**src/rtl/mult_seq_pkg.sv**
```systemverilog
// Shared types and constants for the sequential multiplier.
// State encoding and per-iteration digit size.
package mult_seq_pkg;

  localparam int DIGIT = 4;

  typedef enum logic [1:0] {
    IDLE = 2'd0,
    RUN  = 2'd1,
    DONE = 2'd2
  } state_t;

endpackage

```
**src/rtl/mult_nx4.sv**
```systemverilog
// Combinational WIDTH x 4 unsigned partial-product unit.
// Result is WIDTH+4 bits, so it never overflows.
module mult_nx4 #(
  parameter int WIDTH = 16
) (
  input  logic [WIDTH-1:0] a,
  input  logic [3:0]       d,
  output logic [WIDTH+3:0] pp
);

  assign pp = {4'b0, a} * {{WIDTH{1'b0}}, d};

endmodule

```
**src/rtl/mult_seq.sv**
```systemverilog
// Sequential radix-16 multiplier, signed or unsigned.
// Sign-magnitude datapath; one B digit per cycle.
module mult_seq #(
  parameter int WIDTH = 16,
  parameter int DIGIT = mult_seq_pkg::DIGIT
) (
  input  logic               clk,
  input  logic               rst,
  input  logic               in_valid,
  output logic               in_ready,
  input  logic [WIDTH-1:0]   a,
  input  logic [WIDTH-1:0]   b,
  input  logic               is_signed,
  output logic               out_valid,
  input  logic               out_ready,
  output logic [2*WIDTH-1:0] p
);
  import mult_seq_pkg::*;

  localparam int N  = WIDTH / DIGIT;
  localparam int CW = $clog2(N);

  state_t state, state_nxt;

  logic [WIDTH-1:0]   amag, bsh;
  logic               neg;
  logic [2*WIDTH-1:0] acc, acc_nxt, ppx;
  logic [CW-1:0]      cnt;
  logic [WIDTH+3:0]   pp;
  logic               last, accept;
  logic               a_neg, b_neg;
  logic [WIDTH-1:0]   a_mag, b_mag;

  assign a_neg = is_signed & a[WIDTH-1];
  assign b_neg = is_signed & b[WIDTH-1];
  assign a_mag = a_neg ? -a : a;
  assign b_mag = b_neg ? -b : b;

  assign last   = (cnt == CW'(N - 1));
  assign accept = in_valid & in_ready;

  mult_nx4 #(.WIDTH(WIDTH)) u_pp (
    .a  (amag),
    .d  (bsh[3:0]),
    .pp (pp)
  );

  assign ppx     = {{(WIDTH-4){1'b0}}, pp} << {cnt, 2'b00};
  assign acc_nxt = acc + ppx;

  // State register.
  always_ff @(posedge clk) begin
    if (rst) state <= IDLE;
    else     state <= state_nxt;
  end

  // Next-state and handshake outputs.
  always_comb begin
    state_nxt = state;
    in_ready  = 1'b0;
    out_valid = 1'b0;
    unique case (state)
      IDLE: begin
        in_ready = 1'b1;
        if (in_valid) state_nxt = RUN;
      end
      RUN: begin
        if (last) state_nxt = DONE;
      end
      DONE: begin
        out_valid = 1'b1;
        if (out_ready) state_nxt = IDLE;
      end
      default: state_nxt = IDLE;
    endcase
  end

  // Operand latch, digit accumulation and result load.
  always_ff @(posedge clk) begin
    if (rst) begin
      amag <= '0;
      bsh  <= '0;
      neg  <= 1'b0;
      acc  <= '0;
      cnt  <= '0;
      p    <= '0;
    end else if (accept) begin
      amag <= a_mag;
      bsh  <= b_mag;
      neg  <= a_neg ^ b_neg;
      acc  <= '0;
      cnt  <= '0;
    end else if (state == RUN) begin
      acc <= acc_nxt;
      bsh <= bsh >> DIGIT;
      cnt <= cnt + 1'b1;
      if (last) p <= neg ? -acc_nxt : acc_nxt;
    end
  end

endmodule

```
**config.mk**
```make
export PLATFORM = sky130hd
export DESIGN_NAME = mult_seq
export DESIGN_NICKNAME = d
export VERILOG_FILES = /design/src/rtl/mult_seq_pkg.sv /design/src/rtl/mult_nx4.sv /design/src/rtl/mult_seq.sv
export SDC_FILE = /design/constraint.sdc
export NUM_CORES = 1
export LEC_CHECK = 0
export ABC_AREA = 0
export BUFFER_PORTS_ARGS = -buffer_cell sky130_fd_sc_hd__buf_2
export CELL_PAD_IN_SITES_DETAIL_PLACEMENT = 0
export CELL_PAD_IN_SITES_GLOBAL_PLACEMENT = 1
export CORE_AREA = 3 3 140 243
export CTS_BUF_LIST = sky130_fd_sc_hd__clkbuf_4 sky130_fd_sc_hd__clkbuf_8
export CTS_CLUSTER_SIZE = 28
export DETAILED_ROUTE_END_ITERATION = 16
export DIE_AREA = 0 0 143 246
export PLACE_DENSITY = 0.58
export SLEW_MARGIN = 30
export SYNTH_ARGS = -nofsm -noshare
export SYNTH_HDL_FRONTEND = slang
export SYNTH_HIERARCHICAL = 1
export SYNTH_SLANG_ARGS = --single-unit
```
**constraint.sdc**
```tcl
create_clock -name clk -period 17.4 [get_ports clk]
set_clock_uncertainty 0.05 [all_clocks]
set_input_delay 0.87 -clock clk [delete_from_list [all_inputs] [get_ports clk]]
set_output_delay 0.87 -clock clk [all_outputs]
set_load 0.005 [all_outputs]
```
# ---- Word level (Yosys, flattened, before mapping)
# Cells that the tools add are included.
dict set report classes {
  n_mux 11
  addsub 5
  n_shift 1
  bitwise_logic 5
  n_reduce_logical 5
  multipliers 1
  n_eq_ne 6
}
# op n
set ops {}
lappend ops {{2-to-1 mux 16 bit} 4}
lappend ops {{adder 32 bit} 1}
lappend ops {{2-to-1 mux 32 bit} 1}
lappend ops {{negator 16 bit} 2}
lappend ops {{negator 32 bit} 1}
lappend ops {{left shift 20 x 4 -> 32 bit} 1}
lappend ops {{multiplier 16 x 4 -> 20 bit} 1}
lappend ops {{2-to-1 mux 2 bit} 3}
lappend ops {{!= test 2 bit (second input constant)} 3}
lappend ops {{one-hot mux 2 bit (3 select lines)} 1}
lappend ops {{AND reduction 3 bit} 2}
lappend ops {{== test 2 bit (second input constant)} 2}
lappend ops {{bitwise AND 1 bit} 3}
lappend ops {{adder 2 x 1 -> 2 bit (second input constant)} 1}
lappend ops {{== test 2 x 1 -> 1 bit (second input constant)} 1}
lappend ops {{logical NOT 2 bit} 1}
lappend ops {{2-to-1 mux 1 bit} 2}
lappend ops {{nonzero test 2 bit} 1}
lappend ops {{OR reduction 2 bit} 1}
lappend ops {{NOT 1 bit} 1}
lappend ops {{bitwise XOR 1 bit} 1}
dict set report word_totals {
  word_cells 41
  inputBits 37
  regBits 101
  out_inout_bits 34
}

# ---- Depth between registers and ports, before layout
# Gate-level depths: netlist of the first run.
dict set report depth {
  word_depth 5
  ltp_mapped 29
  ltp_nobuf 26
}

# ---- Hierarchy
# The synthesis of the first run kept the hierarchy.
# mod seq_area_each_um2 instances area_per_inst_um2 cells_each
set modules_own_cells {}
lappend modules_own_cells {mult_seq 2021.9 1 7178.1 954}
lappend modules_own_cells {mult_nx4 0.0 1 2088.3 274}

# ---- Worst setup path before layout of the first run
# Ideal clock, no wire load.
dict set report synth_timing {
  kind {register to register}
  start {register bsh[3]}
  end {register p[31]}
  stages_incl_launch_ff 29
  slack_ns 10.885
  arrival_time_ns 6.391
  required_ns 17.276
  synth_period_minus_slack_ns 6.515
  setup_time_ns 0.074
  path_buffers 2
  cell_sequence {dfxtp_1 -> clkbuf_1 -> nand2_1 -> fa_1 -> inv_1 -> fa_1 -> inv_1 -> fa_1 -> nand2b_1 -> a21o_1 -> a21oi_1 -> a311o_1 -> a21oi_2 -> xnor2_1 -> mux2_2 -> nor2_1 -> a21oi_1 -> ha_1 -> clkbuf_1 -> a21o_1 -> a21o_1 -> a221oi_1 -> o211ai_1 -> a211oi_1 -> mux2i_1 -> nand2_1 -> or3_1 -> or4_1 -> a31oi_1}
}
dict set report synth_between {
  elab_chain_cells 5
}
# item line
set synth_rtl {}
lappend synth_rtl {{start: declaration} mult_seq.sv:25} ;# logic [WIDTH-1:0] amag, bsh;
lappend synth_rtl {{start signal: assignment} mult_seq.sv:89} ;# bsh <= b_mag;
lappend synth_rtl {{start signal: assignment} mult_seq.sv:95} ;# bsh <= bsh >> DIGIT;
lappend synth_rtl {{multiplier 16 x 4 -> 20 bit (*)} mult_nx4.sv:11} ;# assign pp = {4'b0, a} * {{WIDTH{1'b0}}, d};
lappend synth_rtl {{via pp[18]} mult_seq.sv:29} ;# logic [WIDTH+3:0] pp;
lappend synth_rtl {{left shift 20 x 4 -> 32 bit (*)} mult_seq.sv:48} ;# assign ppx = {{(WIDTH-4){1'b0}}, pp} << {cnt, 2'b00};
lappend synth_rtl {{adder 32 bit (*)} mult_seq.sv:49} ;# assign acc_nxt = acc + ppx;
lappend synth_rtl {{negator 32 bit} mult_seq.sv:97} ;# if (last) p <= neg ? -acc_nxt : acc_nxt;
lappend synth_rtl {{2-to-1 mux 32 bit (*)} mult_seq.sv:97}
lappend synth_rtl {{end signal: assignment} mult_seq.sv:97}
lappend synth_rtl {{end: declaration} mult_seq.sv:16} ;# output logic [2*WIDTH-1:0] p
# Mark *: on every way through the listed nets, which the timed path passes. The rest lies on a longest branch.
# A chain may end at the register's enable or synchronous reset.

# ---- Final worst setup path of the first run
dict set report layout_timing {
  start {register bsh[3]}
  end {register p[30]}
}
# The elaborated chain is that of the path after synthesis.

==> impl_metrics.toml, run 1 <==
[clock_network]
cts_setup_buffers = 0
cts_buffers = 9
cts.path.max_buffers = 2
clk_pin_slew_worst_paths_ps = 130
cts_tree = "built"
clkLatencyLatePin_ps = 410
numClockSinks = 101
post_cts_resized = 0
htree_levels = 3
root_buffer = "clkbuf_8"
cts_hold_buf = 0

[power]
seq_power_share = 0.412
comb_power_share = 0.314
power_mw = 0.607
intPower_mw = 0.363
switching_share = 0.403
cellLeakagePower_nw = 4.21
ir_worst_vdd_uv = 32.6
powerDensity_nw_per_um2 = 59.5
power_switching_mw = 0.245
p_clk_frac = 0.274

[worst_setup_path]
regToRegSetupSlack_ps = 9720
max_stage_delay_ps = 670
worstPathArrival_ps = 7950
crit_type = "reg2reg"
worst-path-max-fanout = 17
reg2reg_from = "bsh[3]"
critPathRequiredTime_ps = 17670
cp-end-kind = "register"
path_buf_inv = 2
cp_top_family = "compound AO/OA/AOI/OAI gates"
reg2reg_to = "p[30]"
r2r_cells = 26
cpMostUsedCell = "fa_1"
cp-start-kind = "register"
critPathSlowestCell = "dfxtp_1"

[sta]
slew_headroom = 0.437
period_share = 0.441
rsz0062_at_grt = "no"
tightest_slew_ps = 845
setup_viol = 0
min_period_ps = 7680
max_freq_ghz = 0.130
worst_slack_ps = 9720
final_hold_viol_count = 0
tns_ps = 0
drv_slew = 0

[drt]
route.antenna.remaining_nets = 0
viasPerCell = 5.26
vias = 8771
met2_length_um = 18700
drt-total-wl_um = 32400
dr_wl_met3_um = 545
top_layer_used = "met4"
drc = 0
avgRoutedWirePerCell_um = 19.4
wl_met1_um = 12000
first_iter_violations = 442
first_pass_iters = 5

[place]
hpwl_um = 25800
place_congestion = 0.912
pre_cts_ws_ps = 9810
io_buffer_count = 70

[logic_synthesis]
ys_types = 76
synthArstFlopShare = 0
avgSynthCellArea_um2 = 7.55
yosysSeqAreaShare = 0.218
yosys_warnings = 6
syn_inst = 1228
synth_area_um2 = 9270
synth_nets = 1353
synth_top_area_frac = 0.218
yosys-top-cells-area = "dfxtp_1 22%, ha_1 8.0%, nand2_1 6.7%"
ys.flop_type = "dfxtp_1"
synth_area_leader_cell = "dfxtp_1"
ys_ff_latch = 101
synth_edf_count = 0

[floorplanning]
core_area_um2 = 32300
die_area_um2 = 35200
fp.dieH_um = 246
initial_core_util = 0.287
dieWidth_um = 143
rows = 87
io-pin-count = 71

[global_route]
grt_overflow = 0
gr-usage-all-layers = 0.185
antenna_found_initial = 0
grt_pass1_wl_um = 50200
grt_max_degree = 70
grt_pass1_vias = 8871

[final_layout]
layout-drive-gt1-share = 0.103
areaGrowthSynthToFinish_pct = 10.1
final_cell_mix = "166 x nand2_1, 122 x a21oi_1, 110 x nor2_1"
final_common_cell = "nand2_1"
nets = 1386
num_antenna_cells = 0

[worst_hold_path]
whs_path_depth = 2
hold_class = "reg2reg"
worst_hold_startpoint = "p[0]"
min_to = "p[0]"

[job]
drv_cap = 0

[status]
status = "finished, final reports clean"
## power groups by stage
stage | logic [mW] | clock network, mW | registers, mW
2_1_floorplan | 0.132 | 0 | 0.250
3_3_place_gp | 0.193 | 0 | 0.256
3_5_place_dp | 0.193 | 0 | 0.256
4_1_cts | 0.194 | 0.176 | 0.251
5_1_grt | 0.212 | 0.183 | 0.252
6_report | 0.191 | 0.166 | 0.250
## flip-flops by register name (all words and copies together), names as in the netlist
register and flops:
acc 32, p 32, amag 16, bsh 16
cnt 2, state 2, neg 1
## worst reg2reg max path: cells and delay by family (launching register included)
family,cells,cell delay [ps]
xor+xnor,1,320
compound gates,11,3010
buf+inv,2,130
flops,1,670
simple gates,7,1180
fa+ha+maj,4,1970
mux,1,250
## routing by layer
layer | up-vias | global-route usage
met5 | - | 0
met4 | 0 | 0.0688
met3 | 51 | 0.0163
met2 | 108 | 0.369
met1 | 4255 | 0.194
li1 | 4357 | -
## worst max-delay path by stage
stage	start	endpoint	slack, ps	cells past startpoint
after CTS	bsh[3]	p[31]	9770	26
after detailed placement	bsh[3]	p[31]	9810	26
after floorplan	bsh[3]	p[31]	10880	28
after global routing	bsh[2]	p[30]	9350	24
after global placement	bsh[3]	p[31]	9810	25
final	bsh[3]	p[30]	9720	26
## cell usage after synthesis (7+ instances only)
cell	count
and2_1	63
a311oi_1	8
fa_1	29
nor2b_1	10
dfxtp_1	101
a21o_1	15
o21ai_0	48
nand3_1	18
and3_1	9
a211oi_1	47
nand2_1	166
o211ai_1	7
nand2b_1	9
or3_1	9
buf_1	10
a21oi_1	122
a22oi_1	9
o31ai_1	10
o21a_1	11
inv_1	72
xnor2_1	44
nor3_1	18
nand4_1	11
nor2_1	110
ha_1	59
a31oi_1	11
xor2_1	47
mux2i_1	25
clkbuf_1	50
## per-stage QoR
stage	utilization	cell area, µm²	cells	hold slack [ps]
global route	0.316	10200	1666	438
floorplan	-	9270	1228	382
finish	0.316	10200	1666	417
detailed placement	0.309	9990	1650	395
CTS	0.316	10200	1666	418
global placement	0.309	9990	1650	390
## cell type report
| class | count | area [µm²] |
|---|---|---|
| fill | 3564 | 22100 |
| multi-input combinational | 991 | 6730 |
| sequential | 101 | 2020 |
| tap | 400 | 500 |
| timing repair buffer | 86 | 470 |
| inverter | 72 | 270 |
| clock buffer | 9 | 124 |
| clock inverter | 7 | 91.3 |
## cell families after synthesis
logic type | Yosys count | synth area share
AO/OA/AOI/OAI | 335 | 0.234
XOR/XNOR | 91 | 0.0860
adder cells (fa/ha/maj) | 88 | 0.142
buffers and inverters | 136 | 0.0573
flip-flops | 101 | 0.218
multiplexers | 29 | 0.0319
AND/OR/NAND/NOR | 448 | 0.230
Note: power is estimated with default switching activity, not from simulation.
==> run 2: changes to the inputs <==
--- a/config.mk
+++ b/config.mk
@@ -5,16 +5,16 @@
 export SDC_FILE = /design/constraint.sdc
 export NUM_CORES = 1
 export LEC_CHECK = 0
-export ABC_AREA = 0
+export ABC_AREA = 1
 export BUFFER_PORTS_ARGS = -buffer_cell sky130_fd_sc_hd__buf_2
 export CELL_PAD_IN_SITES_DETAIL_PLACEMENT = 0
 export CELL_PAD_IN_SITES_GLOBAL_PLACEMENT = 1
-export CORE_AREA = 3 3 140 243
+export CORE_AREA = 3 3 149 260
 export CTS_BUF_LIST = sky130_fd_sc_hd__clkbuf_4 sky130_fd_sc_hd__clkbuf_8
 export CTS_CLUSTER_SIZE = 28
 export DETAILED_ROUTE_END_ITERATION = 16
-export DIE_AREA = 0 0 143 246
-export PLACE_DENSITY = 0.58
+export DIE_AREA = 0 0 152 263
+export PLACE_DENSITY = 0.61
 export SLEW_MARGIN = 30
 export SYNTH_ARGS = -nofsm -noshare
 export SYNTH_HDL_FRONTEND = slang
==> constraint.sdc (replaced) <==
create_clock -name clk -period 7.4 [get_ports clk]
set_clock_uncertainty 0.05 [all_clocks]
set_input_delay 0.37 -clock clk [delete_from_list [all_inputs] [get_ports clk]]
set_output_delay 0.37 -clock clk [all_outputs]
set_load 0.005 [all_outputs]
==> impl_metrics.toml, run 2 <==
[final_layout]
finalNonFillerCells = 2303
fin_area_um2 = 11700
final_cell_mix = "561 x nand2_1, 360 x inv_1, 108 x nor2_1"
reg.largest.list = "acc: 32 flops, p: 32 flops"
areaGrowthSynthToFinish_pct = 9.53
final_common_cell = "nand2_1"
nets = 1947
layout-drive-gt1-share = 0.104

[clock_network]
root_buffer = "clkbuf_8"
clk_pin_slew_worst_paths_ps = 120
post_cts_resized = 0
clkLatencyLatePin_ps = 440
htree_levels = 3
cts_buffers = 9
cts_setup_buffers = 0
cts.path.max_buffers = 2
numClockSinks = 101
cts_tree = "built"
cts_hold_buf = 0

[drt]
vias = 10700
first_pass_iters = 4
route.antenna.remaining_nets = 0
viasPerCell = 4.64
drt-total-wl_um = 36700
avgRoutedWirePerCell_um = 15.9
first_iter_violations = 363
drc = 0

[worst_setup_path]
crit_type = "reg2reg"
worstPathArrival_ps = 6440
cpMostUsedCell = "nand2_1"
cp-start-kind = "register"
critPathSlowestCell = "dfxtp_1"
path_buf_inv = 4
cp_top_family = "simple AND/OR/NAND/NOR gates"
max_stage_delay_ps = 730
critPathRequiredTime_ps = 7700
worst-path-max-fanout = 17
cp-end-kind = "register"

[logic_synthesis]
synth_area_um2 = 10700
ys.flop_type = "dfxtp_1"
ys_types = 43
synth_nets = 1907
yosysSeqAreaShare = 0.190
ys_ff_latch = 101
synthArstFlopShare = 0
syn_inst = 1782
synth_top_area_frac = 0.197
synth_edf_count = 0
yosys_warnings = 6
yosys-top-cells-area = "nand2_1 20%, dfxtp_1 19%, inv_1 13%"
avgSynthCellArea_um2 = 5.98
synthMostInstantiatedCell = "nand2_1"
ys_top_cells_by_count = "561 x nand2_1, 361 x inv_1, 112 x nor2_1"
synth_area_leader_cell = "nand2_1"

[global_route]
grt_overflow = 0
grt_pass1_wl_um = 57200
gr-usage-all-layers = 0.182
antenna_found_initial = 0
grt_max_degree = 74
grt_pass1_vias = 10900

[power]
cellLeakagePower_nw = 6.69
ir_worst_vdd_uv = 69.8
powerDensity_nw_per_um2 = 134

[place]
hpwl_um = 30800
place_congestion = 0.908
placedCellCount = 2286
place_area_um2 = 11500
pre_cts_ws_ps = 1250
io_buffer_count = 70

[floorplanning]
die_area_um2 = 40000
rows = 93
io-pin-count = 71
initial_core_util = 0.290
core_area_um2 = 36800
dieWidth_um = 152
fp.dieH_um = 263

[sta]
min_period_ps = 6140
tightest_slew_ps = 856
setup_viol = 0
rsz0062_at_grt = "no"
final_hold_viol_count = 0
max_freq_ghz = 0.163
worst_slack_ps = 1260
period_share = 0.830
drv_slew = 0
slew_headroom = 0.429
tns_ps = 0

[status]
status = "finished, final reports clean"

[job]
drv_cap = 0

[worst_hold_path]
hold_class = "in2reg"
==> run 2: cell types whose count changed after synthesis, moves of 36 or more <==
cell / before / now
and2_1: 63 / 5
inv_1: 72 / 361
a21oi_1: 122 / 68
nand2_2: 1 / 38
xnor2_1: 44 / 8
a211oi_1: 47 / 0
nand3_1: 18 / 107
nand2_1: 166 / 561
==> run 2: power by group <==
group	internal (mW)	switching (mW)
Combinational	0.178	0.395
Sequential	0.573	0.0376
Clock	0.130	0.254
Total	0.881	0.687
==> run 2: final cells by class <==
| class | instances | area, µm² |
|---|---|---|
| clock inverter | 7 | 61.3 |
| multi-input combinational | 1260 | 7080 |
| sequential | 101 | 2020 |
| timing repair buffer | 76 | 395 |
| antenna | 1 | 2.50 |
| fill | 4303 | 25100 |
| clock buffer | 9 | 124 |
| inverter | 374 | 1400 |
| tap | 475 | 594 |
==> run 2: worst paths after layout <==
check,startpoint,slack [ps],endpoint,depth (start not counted)
max reg2reg,bsh[3],1260,p[31],34
min reg2reg,bsh[11],420,bsh[11],2
min,out_ready,120,state[1],4
max,bsh[3],1260,p[31],34
==> run 2: stage by stage <==
| step | power (mW) | util | hold slack [ps] |
|---|---|---|---|
| 6_report | 1.57 | 0.318 | 124 |
| 3_5_place_dp | 1.20 | 0.313 | 407 |
| 4_1_cts | 1.60 | 0.318 | 90.1 |
| 2_1_floorplan | 1.02 | - | 394 |
| 5_1_grt | 1.68 | 0.318 | 128 |
| 3_3_place_gp | 1.20 | 0.313 | 404 |
==> run 2: cell families after synthesis <==
logic type	synth area share
compound gates	0.126
simple gates	0.365
flops	0.190
fa+ha+maj	0.124
xor+xnor	0.0279
buf+inv	0.149
mux	0.0188
==> run 2: worst register-to-register path, delay by kind of cell, from the launching register on <==
family / cells / cell delay, ps
adder cells (fa/ha/maj): 4 / 1980
buffers and inverters: 4 / 250
flip-flops: 1 / 730
multiplexers: 2 / 320
AND/OR/NAND/NOR: 24 / 2680
==> run 2: layer usage <==
layer  track usage  routed length (µm)
met1         0.165               12600
met2         0.370               20700
met3        0.0181                 749
met4         0.117                2590
met5             0                   0
==> run 3: changes to the inputs <==
==> constraint.sdc (replaced) <==
create_clock -name clk -period 5.95 [get_ports clk]
set_clock_uncertainty 0.05 [all_clocks]
set_input_delay 0.2975 -clock clk [delete_from_list [all_inputs] [get_ports clk]]
set_output_delay 0.2975 -clock clk [all_outputs]
set_load 0.005 [all_outputs]
==> impl_metrics.toml, run 3 (same netlist as run 2, synthesis figures left out) <==
[clock_network]
cts_tree = "built"
cts_buffers = 9
root_buffer = "clkbuf_8"
numClockSinks = 101
clk_pin_slew_worst_paths_ps = 120
clkLatencyLatePin_ps = 430
cts_hold_buf = 0
cts.path.max_buffers = 2
htree_levels = 3

[job]
drv_cap = 0

[global_route]
grt_overflow = 0
grt_max_degree = 74
grt_pass1_wl_um = 57900
gr-usage-all-layers = 0.183
grt_pass1_vias = 11000
antenna_found_initial = 0

[sta]
period_share = 0.926
max_freq_ghz = 0.181
slew_headroom = 0.412
final_hold_viol_count = 0
setup_viol = 0
drv_slew = 0
fin_hold_ws_ps = 56.1
min_period_ps = 5510
tightest_slew_ps = 880

[floorplanning]
die_area_um2 = 40000
initial_core_util = 0.290
core_area_um2 = 36800
io-pin-count = 71
rows = 93
fp.dieH_um = 263
dieWidth_um = 152

[place]
hpwl_um = 31100
io_buffer_count = 70
place_congestion = 0.908
place_area_um2 = 11700

[worst_setup_path]
critPathSlowestCell = "fa_1"
critPathRequiredTime_ps = 6240
worstPathArrival_ps = 5800
cp-start-kind = "register"
crit_type = "reg2reg"
cpMostUsedCell = "nand2_1"
worst-path-max-fanout = 16
cp-end-kind = "register"
max_stage_delay_ps = 530

[final_layout]
reg.largest.list = "acc: 32 flops, p: 32 flops"
nets = 1986
areaGrowthSynthToFinish_pct = 15.9
n_fill_cell = 4281
final_common_cell = "nand2_1"
final_cell_mix = "545 x nand2_1, 358 x inv_1, 103 x nand3_1"
fin_area_um2 = 12400
layout-drive-gt1-share = 0.166
num_antenna_cells = 0

[drt]
first_iter_violations = 377
vias = 10900
first_pass_iters = 5
route.antenna.remaining_nets = 0
viasPerCell = 4.66
avgRoutedWirePerCell_um = 15.9
drc = 0
drt-total-wl_um = 37200

[status]
status = "finished, final reports clean"

[power]
cellLeakagePower_nw = 6.88
powerDensity_nw_per_um2 = 163
ir_worst_vdd_uv = 100

[worst_hold_path]
hold_class = "in2reg"
## run 3: power breakdown
group | switching [mW] | internal, mW
Clock | 0.311 | 0.163
Sequential | 0.0373 | 0.713
Combinational | 0.528 | 0.268
## run 3: what timing repair did
action	CTS	global route
gates resized for setup	1	100
endpoints found under the setup margin	2	20
pin swaps	0	21
cloned	0	0
setup buffers	0	11
## run 3: final timing paths
kind             start  endpoint  slack [ps]  cells past startpoint
min          out_ready  state[1]          60                      4
min reg2reg     bsh[7]    bsh[7]         420                      2
max             bsh[3]     p[30]         440                     33
max reg2reg     bsh[3]     p[30]         440                     33
## run 3: final cells by class
cell class	count	area, µm²	share of cell area
clock inverter	7	67.6	0.00547
sequential	101	2020	0.164
clock buffer	9	124	0.0100
tap	475	594	0.0481
inverter	374	1400	0.114
timing repair buffer	115	713	0.0577
multi-input combinational	1260	7430	0.601
## run 3: routing by layer
metal / vias up / global-route usage / share of wire
li1: 5672 / - / -
met1: 4958 / 0.165 / 0.35
met2: 173 / 0.372 / 0.56
met3: 97 / 0.0220 / 0.020
met4: 0 / 0.118 / 0.076
met5: - / 0 / 0
## run 3: worst max-delay path: cells and delay by family, from the launching register on
kind,cells,cell delay (ps)
flops,1,350
fa+ha+maj,4,1760
xor+xnor,1,290
simple gates,20,2240
compound gates,1,90
mux,1,200
buf+inv,6,430
## run 3: metrics by stage
stage | std cells | setup WS, ps | TNS, ps | util | power, mW
2_1_floorplan | 1782 | 729 | 0 | - | 1.27
3_3_place_gp | 2314 | -67.1 | -67.1 | 0.319 | 1.53
3_5_place_dp | 2314 | -40.0 | -40.0 | 0.319 | 1.53
4_1_cts | 2330 | 6.15 | 0 | 0.324 | 2.02
5_1_grt | 2341 | -0.877 | -0.877 | 0.336 | 2.16
6_report | 2341 | 440 | 0 | 0.336 | 2.02
